[src/rtl/btn_scan_ctrl_pkg.sv]
// Shared constants and scan FSM state for the pushbutton debounce controller.
package btn_pkg;

  localparam int N_BTN_DEF      = 4;
  localparam int TICK_DIV_DEF   = 100000;
  localparam int SAMPLES_DEF    = 8;
  localparam int REPEAT_DLY_DEF = 500;
  localparam int REPEAT_PER_DEF = 100;

  typedef enum logic [0:0] {
    IDLE = 1'b0,
    SCAN = 1'b1
  } scan_state_t;

  // Index width that stays legal for a single-button build.
  function automatic int idx_width(input int n);
    return (n > 1) ? $clog2(n) : 1;
  endfunction

endpackage

[src/rtl/btn_scan_ctrl_if.sv]
// Button pins in, debounced level and event pulses out.
interface btn_scan_ctrl_if
  import btn_pkg::*;
#(
  parameter int N_BTN = N_BTN_DEF
);

  logic             en;
  logic [N_BTN-1:0] btn_in;
  logic [N_BTN-1:0] btn_level;
  logic [N_BTN-1:0] btn_press;
  logic [N_BTN-1:0] btn_release;
  logic [N_BTN-1:0] btn_repeat;
  logic             tick;

  modport master (
    output en, btn_in,
    input  btn_level, btn_press, btn_release, btn_repeat, tick
  );

  modport slave (
    input  en, btn_in,
    output btn_level, btn_press, btn_release, btn_repeat, tick
  );

endinterface

[src/rtl/btn_scan_ctrl_tick_gen.sv]
// Free-running sample tick divider; parked at zero while disabled.
module tick_gen
  import btn_pkg::*;
#(
  parameter int TICK_DIV = TICK_DIV_DEF
) (
  input  logic clk,
  input  logic rst,
  input  logic en,
  output logic tick
);

  localparam int               CNT_W    = $clog2(TICK_DIV);
  localparam logic [CNT_W-1:0] CNT_LAST = CNT_W'(TICK_DIV - 1);

  logic [CNT_W-1:0] cnt_q, cnt_d;

  always_comb begin
    tick  = en && (cnt_q == CNT_LAST);
    cnt_d = cnt_q + CNT_W'(1);
    if (!en || tick) begin
      cnt_d = '0;
    end
  end

  always_ff @(posedge clk) begin
    if (rst) begin
      cnt_q <= '0;
    end else begin
      cnt_q <= cnt_d;
    end
  end

endmodule

[src/rtl/btn_scan_ctrl.sv]
// Time-multiplexed debounce and auto-repeat for N_BTN pushbuttons: one button
// is serviced per cycle in the scan that follows each sample tick.
module btn_scan_ctrl
  import btn_pkg::*;
#(
  parameter int N_BTN      = N_BTN_DEF,
  parameter int TICK_DIV   = TICK_DIV_DEF,
  parameter int SAMPLES    = SAMPLES_DEF,
  parameter int REPEAT_DLY = REPEAT_DLY_DEF,
  parameter int REPEAT_PER = REPEAT_PER_DEF
) (
  input logic            clk,
  input logic            rst,
  btn_scan_ctrl_if.slave bus
);

  localparam int                HOLD_W      = $clog2(REPEAT_DLY + 1);
  localparam int                IDX_W       = idx_width(N_BTN);
  localparam logic [HOLD_W-1:0] HOLD_MAX    = HOLD_W'(REPEAT_DLY);
  localparam logic [HOLD_W-1:0] HOLD_RELOAD = HOLD_W'(REPEAT_DLY - REPEAT_PER);
  localparam logic [IDX_W-1:0]  IDX_LAST    = IDX_W'(N_BTN - 1);

  logic [N_BTN-1:0]   sync1_q, sync2_q;
  logic [SAMPLES-1:0] hist_q [N_BTN];
  logic [SAMPLES-1:0] hist_d [N_BTN];
  logic [HOLD_W-1:0]  hold_q [N_BTN];
  logic [HOLD_W-1:0]  hold_d [N_BTN];
  logic [N_BTN-1:0]   level_q, level_d;
  logic [N_BTN-1:0]   press_q, press_d;
  logic [N_BTN-1:0]   release_q, release_d;
  logic [N_BTN-1:0]   repeat_q, repeat_d;
  scan_state_t        state_q, state_d;
  logic [IDX_W-1:0]   idx_q, idx_d;
  logic               service;
  logic               tick;
  logic [SAMPLES-1:0] hist_new;
  logic [HOLD_W-1:0]  hold_inc;

  tick_gen #(
    .TICK_DIV(TICK_DIV)
  ) u_tick_gen (
    .clk (clk),
    .rst (rst),
    .en  (bus.en),
    .tick(tick)
  );

  // A scan always runs to completion; en only gates the tick that starts one.
  always_comb begin
    state_d = state_q;
    idx_d   = idx_q;
    service = 1'b0;
    case (state_q)
      IDLE: begin
        if (tick) begin
          state_d = SCAN;
          idx_d   = '0;
        end
      end
      SCAN: begin
        service = 1'b1;
        if (idx_q == IDX_LAST) begin
          state_d = IDLE;
          idx_d   = '0;
        end else begin
          idx_d = idx_q + IDX_W'(1);
        end
      end
      default: state_d = IDLE;
    endcase
  end

  always_comb begin
    level_d   = level_q;
    press_d   = '0;
    release_d = '0;
    repeat_d  = '0;
    hist_new  = '0;
    hold_inc  = '0;
    for (int i = 0; i < N_BTN; i++) begin
      hist_d[i] = hist_q[i];
      hold_d[i] = hold_q[i];
      hist_new  = (hist_q[i] << 1) | SAMPLES'(sync2_q[i]);
      hold_inc  = hold_q[i] + HOLD_W'(1);
      if (service && (idx_q == IDX_W'(i))) begin
        hist_d[i] = hist_new;
        if (!level_q[i]) begin
          if (&hist_new) begin
            level_d[i] = 1'b1;
            press_d[i] = 1'b1;
          end
        end else if (~|hist_new) begin
          // Release wins over a repeat that would land in the same slot.
          level_d[i]   = 1'b0;
          release_d[i] = 1'b1;
          hold_d[i]    = '0;
        end else if (hold_inc == HOLD_MAX) begin
          repeat_d[i] = 1'b1;
          hold_d[i]   = HOLD_RELOAD;
        end else begin
          hold_d[i] = hold_inc;
        end
      end
    end
  end

  always_ff @(posedge clk) begin
    if (rst) begin
      sync1_q   <= '0;
      sync2_q   <= '0;
      level_q   <= '0;
      press_q   <= '0;
      release_q <= '0;
      repeat_q  <= '0;
      state_q   <= IDLE;
      idx_q     <= '0;
      for (int i = 0; i < N_BTN; i++) begin
        hist_q[i] <= '0;
        hold_q[i] <= '0;
      end
    end else begin
      sync1_q   <= bus.btn_in;
      sync2_q   <= sync1_q;
      level_q   <= level_d;
      press_q   <= press_d;
      release_q <= release_d;
      repeat_q  <= repeat_d;
      state_q   <= state_d;
      idx_q     <= idx_d;
      for (int i = 0; i < N_BTN; i++) begin
        hist_q[i] <= hist_d[i];
        hold_q[i] <= hold_d[i];
      end
    end
  end

  assign bus.btn_level   = level_q;
  assign bus.btn_press   = press_q;
  assign bus.btn_release = release_q;
  assign bus.btn_repeat  = repeat_q;
  assign bus.tick        = tick;

endmodule
[src/flat_wrapper.sv]
// flat-port wrapper written by rule: the top's interface ports become plain ports
module btn_scan_ctrl_flat import btn_pkg::*;
#(
  parameter int N_BTN      = N_BTN_DEF,
  parameter int TICK_DIV   = TICK_DIV_DEF,
  parameter int SAMPLES    = SAMPLES_DEF,
  parameter int REPEAT_DLY = REPEAT_DLY_DEF,
  parameter int REPEAT_PER = REPEAT_PER_DEF
)
  (clk, rst, bus_en, bus_btn_in, bus_btn_level, bus_btn_press, bus_btn_release, bus_btn_repeat, bus_tick);
  btn_scan_ctrl_if #(.N_BTN(N_BTN)) bus_i ();
  input logic clk;
  input logic rst;
  input wire logic [$bits(bus_i.en)-1:0] bus_en;
  input wire logic [$bits(bus_i.btn_in)-1:0] bus_btn_in;
  output wire logic [$bits(bus_i.btn_level)-1:0] bus_btn_level;
  output wire logic [$bits(bus_i.btn_press)-1:0] bus_btn_press;
  output wire logic [$bits(bus_i.btn_release)-1:0] bus_btn_release;
  output wire logic [$bits(bus_i.btn_repeat)-1:0] bus_btn_repeat;
  output wire logic [$bits(bus_i.tick)-1:0] bus_tick;
  assign bus_i.en = bus_en;
  assign bus_i.btn_in = bus_btn_in;
  assign bus_btn_level = bus_i.btn_level;
  assign bus_btn_press = bus_i.btn_press;
  assign bus_btn_release = bus_i.btn_release;
  assign bus_btn_repeat = bus_i.btn_repeat;
  assign bus_tick = bus_i.tick;
  btn_scan_ctrl #(.N_BTN(N_BTN), .TICK_DIV(TICK_DIV), .SAMPLES(SAMPLES), .REPEAT_DLY(REPEAT_DLY), .REPEAT_PER(REPEAT_PER)) u_core (.clk(clk), .rst(rst), .bus(bus_i));
endmodule
[config.mk]
export PLATFORM = sky130hd
export DESIGN_NAME = btn_scan_ctrl_flat
export DESIGN_NICKNAME = d
export VERILOG_FILES = /design/src/rtl/btn_scan_ctrl_pkg.sv /design/src/rtl/btn_scan_ctrl_if.sv /design/src/rtl/btn_scan_ctrl_tick_gen.sv /design/src/rtl/btn_scan_ctrl.sv /design/src/flat_wrapper.sv
export SDC_FILE = /design/constraint.sdc
export NUM_CORES = 1
export LEC_CHECK = 0
export BUFFER_PORTS_ARGS = -buffer_cell sky130_fd_sc_hd__buf_2
export CORE_MARGIN = 3
export CORE_UTILIZATION = 55
export CTS_BUF_LIST = sky130_fd_sc_hd__clkbuf_2
export CTS_CLUSTER_SIZE = 20
export DETAILED_ROUTE_END_ITERATION = 7
export PLACE_DENSITY = 0.83
export SYNTH_ARGS = -nofsm -noshare
export SYNTH_HDL_FRONTEND = slang
export SYNTH_SLANG_ARGS = --single-unit
[constraint.sdc]
create_clock -name clk -period 1.71 [get_ports clk]
set_input_delay 0.171 -clock clk [delete_from_list [all_inputs] [get_ports clk]]
set_output_delay 0.171 -clock clk [all_outputs]
set_load 0.02 [all_outputs]
== Yosys cells after proc, flatten, opt, wreduce, memory -nomap -nowiden ==
Memory sizes are Yosys's and may differ from the RTL's.
Cells that the tools add are included.
Word-level totals
  bits in registers: 44
  latch bits: 0
  bits in writable memories: 68
  memory bits (read-only): 0
  output and inout bits: 17
  logic and storage cells: 150
  memories: 2
Cells by class
  add/subtract/negate cells: 6
  multiply operators: 0
  divide/modulo/power cells: 0
  order comparisons: 0
  eq/ne operators: 9
  shifts and indexed selects: 0
  mux-type cells: 58
  bitwise operators: 25
  reduce and logical (&&, ||, !) cells: 29
Memories
  u_core.hold_q: depth 4, bits a word 9, rd ports 4, clocked after Yosys merged registers in 0, wr ports 4, RTL line btn_scan_ctrl.sv:26  | logic [HOLD_W-1:0] hold_q [N_BTN];
  u_core.hist_q: depth 4, bits a word 8, rd ports 4, clocked after Yosys merged registers in 0, wr ports 4, RTL line btn_scan_ctrl.sv:24  | logic [SAMPLES-1:0] hist_q [N_BTN];
Operators by type and width (number)
  9-bit two-way mux: 20
  8-bit two-way mux: 8
  9-bit by 1-bit adder with 9-bit output (second input constant): 4
  9-bit == test (second input constant): 4
  8-bit by 1-bit OR with 8-bit output: 4
  8-bit AND reduction: 4
  8-bit OR reduction: 4
  1-bit two-way mux: 26
  3-bit OR reduction: 8
  17-bit by 1-bit adder with 17-bit output (second input constant): 1
  17-bit == test (second input constant): 1
  4-bit OR reduction: 4
  1-bit NOT: 13
  1-bit OR: 8
  1-bit logical AND: 5
  2-bit == test (second input constant): 2
  2-bit two-way mux: 2
  2-bit one-hot mux with 2 select lines: 1
  2-bit by 1-bit adder with 2-bit output (second input constant): 1
  2-bit by 1-bit == test with 1-bit output (second input constant): 1
  2-bit zero test: 1
  2-bit inequality test (second input constant): 1
  1-bit one-hot mux with 2 select lines: 1
  2-bit OR reduction: 1
  2 further kinds: 2

== Depth between registers and ports, before layout ==
Gate-level depths: netlist of run 1.
  depth in word-level cells: 7
  mapped depth: 9
  mapped depth without buffers: 7

== Cells and area by module ==
Synthesis of run 1 repeated with hierarchy kept, for this count alone.
Second synthesis, totals
  cells, all modules: 565
  area total of the unflattened synthesis: 4913.5 um^2
By module, submodules not included
  btn_scan_ctrl: instances 1, cells each 476, area each 4134.0 um^2
  tick_gen: instances 1, cells each 89, area each 779.5 um^2

== Worst setup path after synthesis of run 1 ==
OpenSTA, ideal clock, no wires.
  kind: register to register
  start: register u_core.idx_q[0]
  end: memory u_core.hold_q[2][7] (netlist name)
  library setup time: 70 ps
  arrival time: 1689 ps
  required time: 1640 ps
  slack: -50 ps
  cell stages (with the launch flop): 8
  path buffers: 1
  path through: dfxtp_1 inv_1 ha_1 and3_1 buf_4 a21bo_4 or4_1 a21oi_1
RTL lines
  start: declaration: RTL line btn_scan_ctrl.sv:33  | logic [IDX_W-1:0] idx_q, idx_d;
  start signal: assignment: RTL line btn_scan_ctrl.sv:129  | idx_q <= idx_d;
  end: declaration: RTL line btn_scan_ctrl.sv:26

== Final worst setup path of run 1 ==
  start: register u_core.u_tick_gen.cnt_q[1]
  end: output port bus_tick
On the way
  longest elaborated chain between the ends: 2
RTL lines
  start: declaration: RTL line btn_scan_ctrl_tick_gen.sv:16  | logic [CNT_W-1:0] cnt_q, cnt_d;
  start signal: assignment: RTL line btn_scan_ctrl_tick_gen.sv:30  | cnt_q <= cnt_d;
  17-bit == test: RTL line btn_scan_ctrl_tick_gen.sv:19  | tick = en && (cnt_q == CNT_LAST);
  1-bit logical AND: RTL line btn_scan_ctrl_tick_gen.sv:19
  end: declaration: RTL line flat_wrapper.sv:20  | output wire logic [$bits(bus_i.tick)-1:0] bus_tick;
Every way passes these cells.

==> reports/results.ini, run 1 <==
[routing]
vias = 4359
post-route-drc-count = 0
drt-total-wl_microns = 11400
firstDrtPassIters = 6
avgViaCountPerCell = 5.96
drt_iter0_drc = 308
ant_nets = 0
avgRoutedWirePerCell_microns = 15.5

[power]
ir_drop_mv = 0.467
p_per_area_mw_per_mm2 = 650
p_sw_w = 0.000891
seqPwrFrac = 0.666
p_leak_nw = 2.18
internal-power_w = 0.00292
swShare = 0.234
clkPwrFrac = 0.306
p_comb_frac = 0.028

[worst_hold_path]
min_path_type = in2reg
hp-start = rst
holdPathEnd = u_core.hold_q[2][7]$_SDFFE_PP0P_
hold_path_depth = 3

[run_status]
violations = setup timing
status = finished, violations left

[worst_setup_path]
crit_path_start_kind = flop
cp_num_buf_inv = 2
end_kind = output port
cpMaxStageDelayCell = dfxtp_2
crit_type = reg2out
path_max_fanout = 2
r2r_setup_slack_ns = -0.04
r2r_cells = 7
critical_path.top_delay_family = simple AND/OR/NAND/NOR gates
path_cells = ha_4, and4_4, and4_1, nand4_1, inv_1, buf_6
r2r-end = u_core.hold_q[0][8]$_SDFFE_PP0P_
worstReg2RegStart = u_core.hist_q[0][4]$_SDFFE_PP0P_
worst_ep_arrival_time_ns = 1.89
worst_path_largest_cell_delay_ns = 0.42
cp.required_ns = 1.54

[sta]
worstMarginPinSlew_ns = 0.379
fin_worst_skew_ns = 0.0339
min_period_ns = 2.07
holdWs_ns = 0.0515
timing.final.crit_share = 1.21
timing.fmax_ghz = 0.484
setup_viol = 5
final_hold_viol_count = 0
worst_slack_ns = -0.356
finalMaxSlewViolations = 0
slew_headroom = 0.745
rsz0062_at_grt = true
final.setup.tns_ns = -0.453

[logic_synthesis]
yosysTopAreaCell = dfxtp_1
yosysMostFrequentCell = dfxtp_1
yosys_register_bits = 108
synth_compound_area_frac = 0.144
syn_area_sq_mm = 0.00461
synthArstFlopShare = 0
yosysUniqueCellTypes = 48
synth.avg_cell_area_sq_um = 8.62
synth_edf_count = 0
syn_nets = 551
synth_top_area_share = 0.469
muxShareOfSynthArea = 0.0136
synthCells = 535
yosys_warnings = 0
synthTopCellsByCount = 108 x dfxtp_1, 90 x nand2_1, 51 x a21oi_1, 37 x nor2_1, 30 x nand3_1
yosys.area_share.adder = 0.0244
synth_top_family_by_area = simple AND/OR/NAND/NOR gates
synth_area_leaders = dfxtp_1 47%, nand2_1 7.3%, a21oi_1 5.5%, nand3_1 3.3%, nor2_1 3.0%
yosysSeqAreaShare = 0.469
synthFlopType = dfxtp_1
synth-xor-area-share = 0.0342
synth_simple_gate_area_frac = 0.291

[clock_tree]
clk_pin_slew_ns = 0.30
cts.path.max_buffers = 2
cts_sinks = 108
cts_buffers = 9
cts_max_level = 3
cts_tree = built
clk_latency_ns = 0.58
cts_root_buffer = clkbuf_2

[die]
num_rows = 32
die_h_microns = 97.6
die_x_microns = 97.6
start_util = 0.582
ios = 24
die-area_sq_mm = 0.00952
core_area_sq_mm = 0.00793

[global_routing]
grt_max_degree = 79
grt-ovfl-total = 0
antenna_found_initial = 0
grt_pass1_wl_microns = 18000
first_global_vias = 4125
grt_util_all_layers = 0.222

[placed_design]
dpl.hpwl_microns = 6980
portBuffers = 23
gp_congestion = 0.870

[layout]
drive_gt1_frac = 0.310
area_growth_pct = 27.2
fin_nets = 640
fillerInstances = 532
diodes = 0

[flow_run]
drv_cap = 0

## metrics by stage
step / total power, W / instances / util / setup WS, ns / instance area (sq um)
6_report: 0.00381 / 731 / 0.740 / -0.356 / 5870
5_1_grt: 0.00395 / 731 / 0.740 / -0.485 / 5870
3_5_place_dp: 0.00267 / 686 / 0.651 / -0.0818 / 5160
2_1_floorplan: 0.00264 / 535 / - / 0.00313 / 4630
3_3_place_gp: 0.00267 / 686 / 0.651 / 0.00820 / 5160
4_1_cts: 0.00383 / 724 / 0.703 / -0.367 / 5570
## worst reg2reg max path: cells and delay by family, from the launching register on
kind | cells | cell delay (ns)
flip-flops | 1 | 0.38
buffers and inverters | 2 | 0.26
AO/OA/AOI/OAI | 2 | 0.37
AND/OR/NAND/NOR | 3 | 0.66
## layout make-up
cell class / instances / area [sq um] / share of cell area
Multi-Input combinational cell: 400 / 2620 / 0.447
Tap cell: 102 / 128 / 0.0218
Inverter: 7 / 28.8 / 0.00491
Clock buffer: 10 / 50.0 / 0.00853
Timing Repair Buffer: 98 / 772 / 0.132
Sequential cell: 108 / 2200 / 0.375
Clock inverter: 6 / 63.8 / 0.0109
## worst max-delay path by stage
| stage | startpoint | cells past startpoint | end |
|---|---|---|---|
| after floorplan | u_core.idx_q[1]$_SDFFE_PP0P_ | 6 | u_core.hold_q[3][3]$_SDFFE_PP0P_ |
| after global placement | u_core.idx_q[0]$_SDFFE_PP0P_ | 6 | u_core.hold_q[3][3]$_SDFFE_PP0P_ |
| after detailed placement | u_core.idx_q[0]$_SDFFE_PP0P_ | 6 | u_core.hold_q[3][3]$_SDFFE_PP0P_ |
| after CTS | u_core.u_tick_gen.cnt_q[0]$_SDFF_PP0_ | 6 | bus_tick |
| after global routing | u_core.u_tick_gen.cnt_q[1]$_SDFF_PP0_ | 6 | bus_tick |
| final | u_core.u_tick_gen.cnt_q[1]$_SDFF_PP0_ | 6 | bus_tick |
## layout by cell type (no fill, tap or decap), types with 11 or more instances in the layout
master	netlist	final
a21oi_1	51	40
nand2_1	90	89
xor2_1	13	13
a21oi_2	0	11
dfxtp_1	108	84
and3_1	17	12
o21ai_1	0	12
nand3_1	30	30
dfxtp_2	0	20
buf_4	2	57
buf_2	3	22
nor2b_1	13	12
nand4_1	13	13
nor2_1	37	35
buf_6	0	11
## power by group through the flow
stage          sequential, W  combinational (W)  clock, W
2_1_floorplan        0.00259          0.0000525         0
6_report             0.00254           0.000108   0.00117
5_1_grt              0.00254           0.000117   0.00129
3_5_place_dp         0.00259          0.0000846         0
4_1_cts              0.00254           0.000100   0.00119
3_3_place_gp         0.00259          0.0000823         0
## repair_timing
| item | 4_1_cts | 5_1_grt |
|---|---|---|
| hold buffers | 5 | 0 |
| cloned | 0 | 0 |
| resized for setup | 44 | 67 |
| hold endpoints to repair | 16 | 0 |
| pin swaps | 13 | 28 |
| setup buffers | 17 | 11 |
| endpoints found under the setup margin | 26 | 43 |
## layer usage
| metal | track usage | part of all wire | up-vias |
|---|---|---|---|
| met4 | 0.0735 | 0.025 | 0 |
| met3 | 0.0438 | 0.043 | 34 |
| li1 | - | - | 2096 |
| met5 | 0 | 0 | - |
| met1 | 0.261 | 0.41 | 2090 |
| met2 | 0.403 | 0.52 | 139 |
## kinds of logic (layout without fill, tap and decap cells)
logic type	after synthesis	after routing
AOI/OAI and AO/OA	103	103
xor gates and xnor gates	18	18
adders and majority gates	9	9
buffers and inverters	27	121
DFF	108	108
muxes	6	6
and+or+nand+nor	264	264
## state kept, by name, summed over array words and instances, names as in the netlist
| register | count |
|---|---|
| u_core.sync2_q | 4 |
| u_core.hist_q | 28 |
| u_core.u_tick_gen.cnt_q | 17 |
| u_core.idx_q | 2 |
| u_core.hold_q | 36 |
| u_core.bus.btn_level | 4 |
| u_core.sync1_q | 4 |
| u_core.bus.btn_release | 4 |
| u_core.bus.btn_press | 4 |
| u_core.bus.btn_repeat | 4 |
| u_core.state_q | 1 |
Power figures use the tool's default switching activity.
==> run 2, diff against run 1 <==
==> constraint.sdc (replaced) <==
create_clock -name clk -period 1.71 [get_ports clk]
set_input_delay 0.171 -clock clk [delete_from_list [all_inputs] [get_ports clk]]
set_output_delay 0.171 -clock clk [all_outputs]
set_load 0.005 [all_outputs]
==> run 2 against run 1 <==
Effect of this change: worst hold slack improved by 0.27 ns; die area did not move; sequential power barely moved; combinational power fell by 4%; register-to-register slack barely moved; the run still ends with setup timing left; fmax rose by 3.2%; clock skew fell by 0.0066 ns.
==> reports/results.ini, run 2 (synthesized netlist as in run 1, its figures left out) <==
[layout]
fillerInstances = 549  ; +3.2%
final_cell_mix = 91 x dfxtp_1, 90 x nand2_1, 67 x buf_4
final_common_cell = dfxtp_1
diodes = 0  ; unchanged
top_register = u_core.hold_q
fin_nets = 647  ; +1.1%
instances_no_fill = 738  ; +0.96%
drive_gt1_frac = 0.299  ; -0.0113
largest_reg_flops = 36  ; unchanged
largestRegisters = u_core.hold_q (36), u_core.hist_q (28), u_core.u_tick_gen.cnt_q (17)
area_growth_pct = 26.7

[sta]
min_period_ns = 2.00  ; -0.0646 ns
finalMaxSlewViolations = 0  ; unchanged
timing.final.crit_share = 1.17  ; -0.0378
timing.fmax_ghz = 0.500  ; +3.2%
rsz0062_at_grt = true
worst_slack_ns = -0.291  ; +0.0646 ns
worstMarginPinSlew_ns = 0.405  ; +0.0251 ns
fin_worst_skew_ns = 0.0273  ; -0.00662 ns
final_hold_viol_count = 0  ; unchanged
setup_viol = 5  ; unchanged
slew_headroom = 0.730  ; -0.0146
holdWs_ns = 0.319  ; +0.268 ns

[worst_setup_path]
r2r-end = u_core.hold_q[1][8]$_SDFFE_PP0P_
r2r_cells = 6  ; -1
worst_ep_arrival_time_ns = 1.83  ; -0.06 ns
r2r_setup_slack_ns = -0.03  ; about the same
worstReg2RegStart = u_core.hist_q[1][3]$_SDFFE_PP0P_
cp.required_ns = 1.54  ; about the same
end_kind = output port
crit_path_start_kind = flop
crit_type = reg2out
path_max_fanout = 2  ; unchanged

[global_routing]
grt_util_all_layers = 0.215  ; -0.00708
antenna_found_initial = 0  ; unchanged
first_global_vias = 4026  ; -2.4%
grt-ovfl-total = 0  ; unchanged
grt_max_degree = 79  ; unchanged
grt_pass1_wl_microns = 17500  ; -3.0%

[clock_tree]
cts_root_buffer = clkbuf_2
clk_pin_slew_ns = 0.28  ; -0.02 ns
cts_sinks = 108  ; unchanged
cts_max_level = 3  ; unchanged
cts_tree = built
cts.path.max_buffers = 2  ; unchanged
clk_latency_ns = 0.59  ; about the same
cts_buffers = 9  ; unchanged

[routing]
top_layer_used = met4
avgViaCountPerCell = 5.84  ; -2.1%
drt-total-wl_microns = 10800  ; -4.8%
wl_met1_microns = 4620  ; -1.0%
post-route-drc-count = 0  ; unchanged
met3WireLength_microns = 496  ; +1.2%
firstDrtPassIters = 5  ; -1
avgRoutedWirePerCell_microns = 14.6  ; -5.7%
drt_iter0_drc = 234  ; -24%
vias = 4308  ; -1.2%
ant_nets = 0  ; unchanged
wl_met2_microns = 5500  ; -7.1%

[placed_design]
portBuffers = 23  ; unchanged
dp_cells = 695  ; +1.3%
dpl.hpwl_microns = 6750  ; -3.2%
gp_congestion = 0.839  ; -3.5%

[worst_hold_path]
hold_path_depth = 3  ; unchanged
hp-start = bus_btn_in[2]
min_path_type = in2reg
holdPathEnd = u_core.sync1_q[2]$_SDFF_PP0_

[die]
die_h_microns = 97.6  ; unchanged
start_util = 0.582  ; unchanged
core_area_sq_mm = 0.00793  ; unchanged
num_rows = 32  ; unchanged
die_x_microns = 97.6  ; unchanged
die-area_sq_mm = 0.00952  ; unchanged
ios = 24  ; unchanged

[power]
finalPower_w = 0.00390  ; +2.2%
p_per_area_mw_per_mm2 = 667  ; +2.7%
p_leak_nw = 2.19  ; +0.31%
ir_drop_mv = 0.624  ; +34%

[run_status]
violations = setup timing
status = finished, violations left

[flow_run]
drv_cap = 0  ; unchanged

[run 2: changes by cell type in the layout (fill, tap and decap cells not counted), moves of 3 or more]
cell	delta
buf_4	+10
buf_6	-4
dfxtp_1	+7
dfxtp_2	-5
nor4_1	+4
nor4_2	-3
o21ai_0	+4
o21ai_1	-4
[run 2: cell type report]
type                    count  area [sq um]  share of cell area
repair buffers            104           777               0.133
multi-input cells         401          2590               0.444
clock inverters             7          82.6              0.0141
well taps                 102           128              0.0219
flip-flops and latches    108          2190               0.375
inverters                   7          28.8             0.00493
clock buffers               9          45.0             0.00771
[run 2: per-stage QoR]
| step | util | cell area (sq um) | setup TNS (ns) | worst slack (ns) |
|---|---|---|---|---|
| 2_1_floorplan | - | 4630 | 0 | 0.00459 |
| 3_3_place_gp | 0.657 | 5210 | 0 | 0.0299 |
| 3_5_place_dp | 0.657 | 5210 | -0.239 | -0.0952 |
| 4_1_cts | 0.715 | 5670 | -0.857 | -0.333 |
| 5_1_grt | 0.737 | 5840 | -1.01 | -0.408 |
| 6_report | 0.737 | 5840 | -0.387 | -0.291 |
[run 2: critical path: stages (launching register included)]
cell and delay [ns]:
dfxtp_2 0.42, ha_4 0.14, and4_4 0.21, and4_4 0.21, nand4_1 0.10, inv_1 0.08
buf_2 0.11
[run 2: worst max path at each step]
stage	to	from	slack, ns	cells after the start
floorplan	u_core.hold_q[2][7]$_SDFFE_PP0P_	u_core.idx_q[0]$_SDFFE_PP0P_	0.005	7
global placement	u_core.hold_q[3][0]$_SDFFE_PP0P_	u_core.hist_q[3][3]$_SDFFE_PP0P_	0.03	4
detailed placement	u_core.hold_q[2][3]$_SDFFE_PP0P_	u_core.idx_q[1]$_SDFFE_PP0P_	-0.1	7
CTS	bus_tick	u_core.u_tick_gen.cnt_q[1]$_SDFF_PP0_	-0.33	6
global route	bus_tick	u_core.u_tick_gen.cnt_q[13]$_SDFF_PP0_	-0.41	5
finish	bus_tick	u_core.u_tick_gen.cnt_q[1]$_SDFF_PP0_	-0.29	6
[run 2: timing repair]
item | 4_1_cts | 5_1_grt
setup buffers | 16 | 8
pin swaps | 13 | 24
cloned | 1 | 0
endpoints found under the setup margin | 22 | 37
endpoints found under the hold margin | 22 | 0
hold buffers | 6 | 0
resized for setup | 41 | 50
[run 2: power by group]
part           total (W)  leakage [nW]  internal, W  switching, W
Clock            0.00125        0.0775     0.000366      0.000885
Sequential       0.00254         0.880      0.00254    0.00000622
Combinational   0.000104          1.23    0.0000417     0.0000619
[run 2: metal layers]
metal / vias up / track usage
met5: - / 0
met4: 0 / 0.0863
met3: 24 / 0.0309
met2: 140 / 0.374
met1: 2049 / 0.267
li1: 2095 / -
